### config.mk
export PLATFORM = sky130hd
export DESIGN_NAME = serial_adder_ctrl
export DESIGN_NICKNAME = d
export VERILOG_FILES = /design/src/rtl/serial_adder_ctrl.sv
export SDC_FILE = /design/constraint.sdc
export NUM_CORES = 1
export LEC_CHECK = 0
export ABC_CLOCK_PERIOD_IN_PS = 1600
export BUFFER_PORTS_ARGS = -buffer_cell sky130_fd_sc_hd__buf_4
export CAP_MARGIN = 20
export CORE_UTILIZATION = 55
export DETAILED_ROUTE_END_ITERATION = 12
export GPL_ROUTABILITY_DRIVEN = 0
export GPL_TIMING_DRIVEN = 1
export PLACE_DENSITY = 0.88
export SYNTH_ARGS = -nofsm -noshare
export SYNTH_HDL_FRONTEND = slang
export SYNTH_SLANG_ARGS = --single-unit
### constraint.sdc
create_clock -name clk -period 1.6 [get_ports clk]
set_input_delay 0.32 -clock clk [delete_from_list [all_inputs] [get_ports clk]]
set_output_delay 0.32 -clock clk [all_outputs]
set_load 0.005 [all_outputs]
### src/rtl/serial_adder_ctrl.sv
// Bit-serial adder: one full_adder cell, LSB-first, WIDTH cycles per add.
// Optional subtract mode via macro SERIAL_ADDER_SUB_EN (adds input port sub).

module full_adder (
  input  logic a,
  input  logic b,
  input  logic ci,
  output logic s,
  output logic co
);
  assign s  = a ^ b ^ ci;
  assign co = (a & b) | (ci & (a ^ b));
endmodule

module serial_adder_ctrl #(
  parameter int WIDTH = 8
) (
  input  logic             clk,
  input  logic             rst_n,
  input  logic             start,
  input  logic [WIDTH-1:0] a,
  input  logic [WIDTH-1:0] b,
  input  logic             cin,
`ifdef SERIAL_ADDER_SUB_EN
  input  logic             sub,
`endif
  output logic             busy,
  output logic             done,
  output logic [WIDTH-1:0] sum,
  output logic             cout
);

  localparam int CNT_W = (WIDTH > 1) ? $clog2(WIDTH) : 1;
  localparam logic [CNT_W-1:0] CNT_LAST = CNT_W'(WIDTH - 1);

  typedef enum logic {
    IDLE = 1'b0,
    RUN  = 1'b1
  } state_t;

  state_t             state_q, state_d;
  logic [WIDTH-1:0]   a_sr_q, a_sr_d;
  logic [WIDTH-1:0]   b_sr_q, b_sr_d;
  logic [WIDTH-1:0]   s_sr_q, s_sr_d;
  logic [WIDTH-1:0]   sum_q, sum_d;
  logic [CNT_W-1:0]   cnt_q, cnt_d;
  logic               carry_q, carry_d;
  logic               cout_q, cout_d;
  logic               done_q, done_d;

  logic               accept;
  logic               last_bit;
  logic               fa_s;
  logic               fa_co;
  logic [WIDTH-1:0]   b_load;
  logic               carry_load;

  full_adder u_fa (
    .a  (a_sr_q[0]),
    .b  (b_sr_q[0]),
    .ci (carry_q),
    .s  (fa_s),
    .co (fa_co)
  );

  assign accept   = (state_q == IDLE) && start;
  assign last_bit = (state_q == RUN) && (cnt_q == CNT_LAST);

  // Subtraction is a + ~b + 1, so only the load values change.
`ifdef SERIAL_ADDER_SUB_EN
  assign b_load     = sub ? ~b : b;
  assign carry_load = sub ? 1'b1 : cin;
`else
  assign b_load     = b;
  assign carry_load = cin;
`endif

  always_ff @(posedge clk) begin
    if (!rst_n) begin
      state_q <= IDLE;
    end else begin
      state_q <= state_d;
    end
  end

  always_comb begin
    state_d = state_q;
    case (state_q)
      IDLE:    if (start)    state_d = RUN;
      RUN:     if (last_bit) state_d = IDLE;
      default:               state_d = IDLE;
    endcase
  end

  always_comb begin
    busy = (state_q == RUN);
    done = done_q;
    sum  = sum_q;
    cout = cout_q;
  end

  always_comb begin
    a_sr_d  = a_sr_q;
    b_sr_d  = b_sr_q;
    s_sr_d  = s_sr_q;
    carry_d = carry_q;
    cnt_d   = cnt_q;
    sum_d   = sum_q;
    cout_d  = cout_q;
    done_d  = 1'b0;
    if (accept) begin
      a_sr_d  = a;
      b_sr_d  = b_load;
      s_sr_d  = '0;
      carry_d = carry_load;
      cnt_d   = '0;
    end else if (state_q == RUN) begin
      a_sr_d  = {1'b0, a_sr_q[WIDTH-1:1]};
      b_sr_d  = {1'b0, b_sr_q[WIDTH-1:1]};
      s_sr_d  = {fa_s, s_sr_q[WIDTH-1:1]};
      carry_d = fa_co;
      cnt_d   = cnt_q + 1'b1;
      // The final sum bit is still in flight, so publish the shifted value.
      if (last_bit) begin
        sum_d  = {fa_s, s_sr_q[WIDTH-1:1]};
        cout_d = fa_co;
        done_d = 1'b1;
        cnt_d  = '0;
      end
    end
  end

  always_ff @(posedge clk) begin
    if (!rst_n) begin
      a_sr_q  <= '0;
      b_sr_q  <= '0;
      s_sr_q  <= '0;
      carry_q <= 1'b0;
      cnt_q   <= '0;
      sum_q   <= '0;
      cout_q  <= 1'b0;
      done_q  <= 1'b0;
    end else begin
      a_sr_q  <= a_sr_d;
      b_sr_q  <= b_sr_d;
      s_sr_q  <= s_sr_d;
      carry_q <= carry_d;
      cnt_q   <= cnt_d;
      sum_q   <= sum_d;
      cout_q  <= cout_d;
      done_q  <= done_d;
    end
  end

endmodule

==> run_results.csv <==
group,metric,value,unit
critical_path,ff2ff_path_depth,4,
route,dr_wl_met2,1.68,mm
clocking,cts_setup_buffers,0,
min_path,min-delay-start,"a[7]",
power,switchingPower,430,uW
critical_path,r2r_end,"sum[7]",
clocking,cts_root_buf,"clkbuf_4",
clocking,clock_sinks,38,
timing,max_freq,0.675,GHz
timing,relSlewSlack,0.765,
clocking,cts_tree,"built",
route,drtAntennaViolNets,0,
min_path,holdPathStages,3,
route,drc_errors,0,
synthesis,synth_top_area_frac,0.422,
timing,grt_setup_unrepaired,"no",
floorplan,die_area,3510,um2
route,m1WireLength,1.50,mm
flow_run,max_cap_violations,0,
synthesis,synth_cells,168,
synthesis,synth.area.top_cells,"dfxtp_1 (42%), o211a_1 (8.3%), mux2_4 (5.8%), nand2b_1 (5.2%), mux2_2 (5.0%)",
critical_path,cp.required,1280,ps
power,ir_worst_vdd,0.646,mV
place,dp_hpwl,2.26,mm
global_routing,grt_max_degree,43,
floorplan,rows,20,
cells_and_area,layout-drive-gt1-share,0.283,
clocking,cts_hold_buffers,0,
power,seqPwrFrac,0.588,
route,num_vias,1267,
synthesis,yosys_warnings,0,
critical_path,endpoint_kind,"primary output",
route,drt-initial-drc-count,68,
synthesis,synth_area_per_cell,10.7,um2
place,io_buffers,30,
route,dr.pass1.iters,4,
floorplan,dieHeight,59.3,um
place,dpl.cell_count,228,
cells_and_area,syn_to_final_growth,13.7,%
synthesis,async_flop_share,0,
min_path,hold_class,"in -> reg",
cells_and_area,nFillCells,255,
route,drt_wl_total,3.36,mm
power,clkPwrFrac,0.263,
route,wl_per_cell,14.3,um
power,p_comb_frac,0.149,
synthesis,synth_seq_cells,38,
synthesis,synth_area,1800,um2
global_routing,grt.total_usage,0.208,
power,power_leakage,0.994,nW
critical_path,critPathKind,"reg -> out",
power,powerDensity,845,nW/um2
global_routing,grt_pass1_wl,5.29,mm
place,post_dp_cell_area,2000,um2
clocking,clk-insertion-delay-late,350,ps
min_path,hold_end,"a_sr_q[7]",
power,p_total,1.73,mW
global_routing,grt_antenna_before_repair,0,
power,swShare,0.248,
synthesis,yosysUniqueCellTypes,23,
synthesis,synth_edf_count,0,
power,intPower,1.30,mW
global_routing,grt_pass1_vias,1191,
critical_path,path_max_fanout,42,
synthesis,ys_top_cells_by_count,"dfxtp_1 (38), nand2b_1 (15), o211a_1 (15)",
floorplan,core,3080,um2
critical_path,r2r_setup_slack,250,ps
floorplan,initial_core_util,0.586,
cells_and_area,diodes,0,
clocking,cts_buffer_depth,2,
route,route.met3.wl,103,um
synthesis,synth.most_common_cell,"dfxtp_1",
cells_and_area,fin_cells,235,
floorplan,ios,31,
timing,setup_viol,0,
timing,tightest_slew,352,ps
critical_path,worstReg2RegStart,"cnt_q[0]",
critical_path,start_kind,"flop",
synthesis,syn_nets,191,
synthesis,seq_area_frac_synth,0.422,
clocking,cts_made_buffers,5,
cells_and_area,design_area,2050,um2
timing,finClkSkew,8.26,ps
outcome,status,"complete, no violations",
timing,fin_tns_setup,0,ps
global_routing,grt-ovfl-total,0,
timing,fin_crit_sh,0.926,
clocking,htreeDepth,2,
clocking,cts_resized,0,
synthesis,synth_flop_cell,"dfxtp_1",
route,topRoutingLayerUsed,"met4",
cells_and_area,finalNetCount,214,
clocking,clkSlewWorstSetupHoldPaths,100,ps
floorplan,die_width,59.3,um
timing,finalCriticalPeriod,1480,ps
route,via_per_inst,5.39,
timing,final_max_slew_viol_count,0,
critical_path,arrival,1160,ps
synthesis,synth_top_cell_by_area,"dfxtp_1",
timing,finalHoldViolations,0,
[cell type report]
cell class                      instances  area, um2  area share
Multi-Input combinational cell        114        948       0.462
Sequential cell                        38        762       0.372
Timing Repair Buffer                   32        240       0.117
Tap cell                               44       55.1      0.0268
Clock buffer                            7       45.0      0.0220
[worst max path at each step]
stage,cells after the start,endpoint,start
after CTS,4,sum[7],cnt_q[0]
after floorplan,5,sum[2],cnt_q[0]
after global routing,2,busy,busy
after detailed placement,4,sum[7],cnt_q[0]
final,2,busy,busy
after global placement,4,cout,cnt_q[0]
[cell usage in the layout, fill, tap and decap left out]
| cell | synthesis | layout |
|---|---|---|
| and3_1 | 10 | 10 |
| fa_1 | 1 | 1 |
| dfxtp_1 | 38 | 37 |
| nand2b_1 | 15 | 15 |
| clkbuf_1 | 7 | 2 |
| or3b_1 | 9 | 9 |
| a21boi_0 | 9 | 9 |
| clkbuf_4 | 0 | 5 |
| nand3b_1 | 1 | 1 |
| a21boi_1 | 10 | 10 |
| mux2_4 | 7 | 7 |
| nand2_1 | 8 | 8 |
| mux2i_1 | 2 | 2 |
| mux2_2 | 8 | 8 |
| buf_4 | 1 | 32 |
| dfxtp_2 | 0 | 1 |
| ha_1 | 2 | 1 |
| nor2_1 | 2 | 2 |
| o21a_1 | 10 | 10 |
| nor3b_1 | 2 | 2 |
| or2b_1 | 3 | 3 |
| o211a_1 | 15 | 15 |
| ha_2 | 0 | 1 |
[flip-flops by register name (all words and copies together), names as in the netlist]
| register | flops |
|---|---|
| busy | 1 |
| done | 1 |
| cout | 1 |
| carry_q | 1 |
| a_sr_q | 8 |
| cnt_q | 3 |
| s_sr_q | 7 |
| sum | 8 |
| b_sr_q | 8 |
[kinds of logic after synthesis]
family / synth area share
mux: 0.119
fa+ha+maj: 0.0250
flops: 0.422
buf+inv: 0.0534
simple gates: 0.176
compound gates: 0.204
[power by group through the flow]
| stage | logic [mW] | clock network, mW | registers [mW] |
|---|---|---|---|
| finish | 0.258 | 0.456 | 1.02 |
| detailed placement | 0.256 | 0 | 1.04 |
| floorplan | 0.194 | 0 | 1.03 |
| CTS | 0.257 | 0.469 | 1.02 |
| global placement | 0.243 | 0 | 1.04 |
| global route | 0.279 | 0.499 | 1.02 |
[critical path, cell delays in order (launching register included)]
cell,delay [ps]
dfxtp_2,340
buf_4,300
buf_4,170
[stage by stage]
step,hold WS (ps),setup WS (ps),util
floorplan,442,302,-
global placement,459,219,0.651
detailed placement,473,117,0.651
CTS,216,103,0.665
global route,260,61.6,0.666
finish,212,119,0.666
[metal layers]
| layer | vias to the layer above | global-route usage |
|---|---|---|
| li1 | 642 | - |
| met1 | 596 | 0.246 |
| met2 | 20 | 0.352 |
| met3 | 9 | 0.0459 |
| met4 | 0 | 0.109 |
| met5 | - | 0 |
No activity file was read; power rests on OpenSTA's default activity.
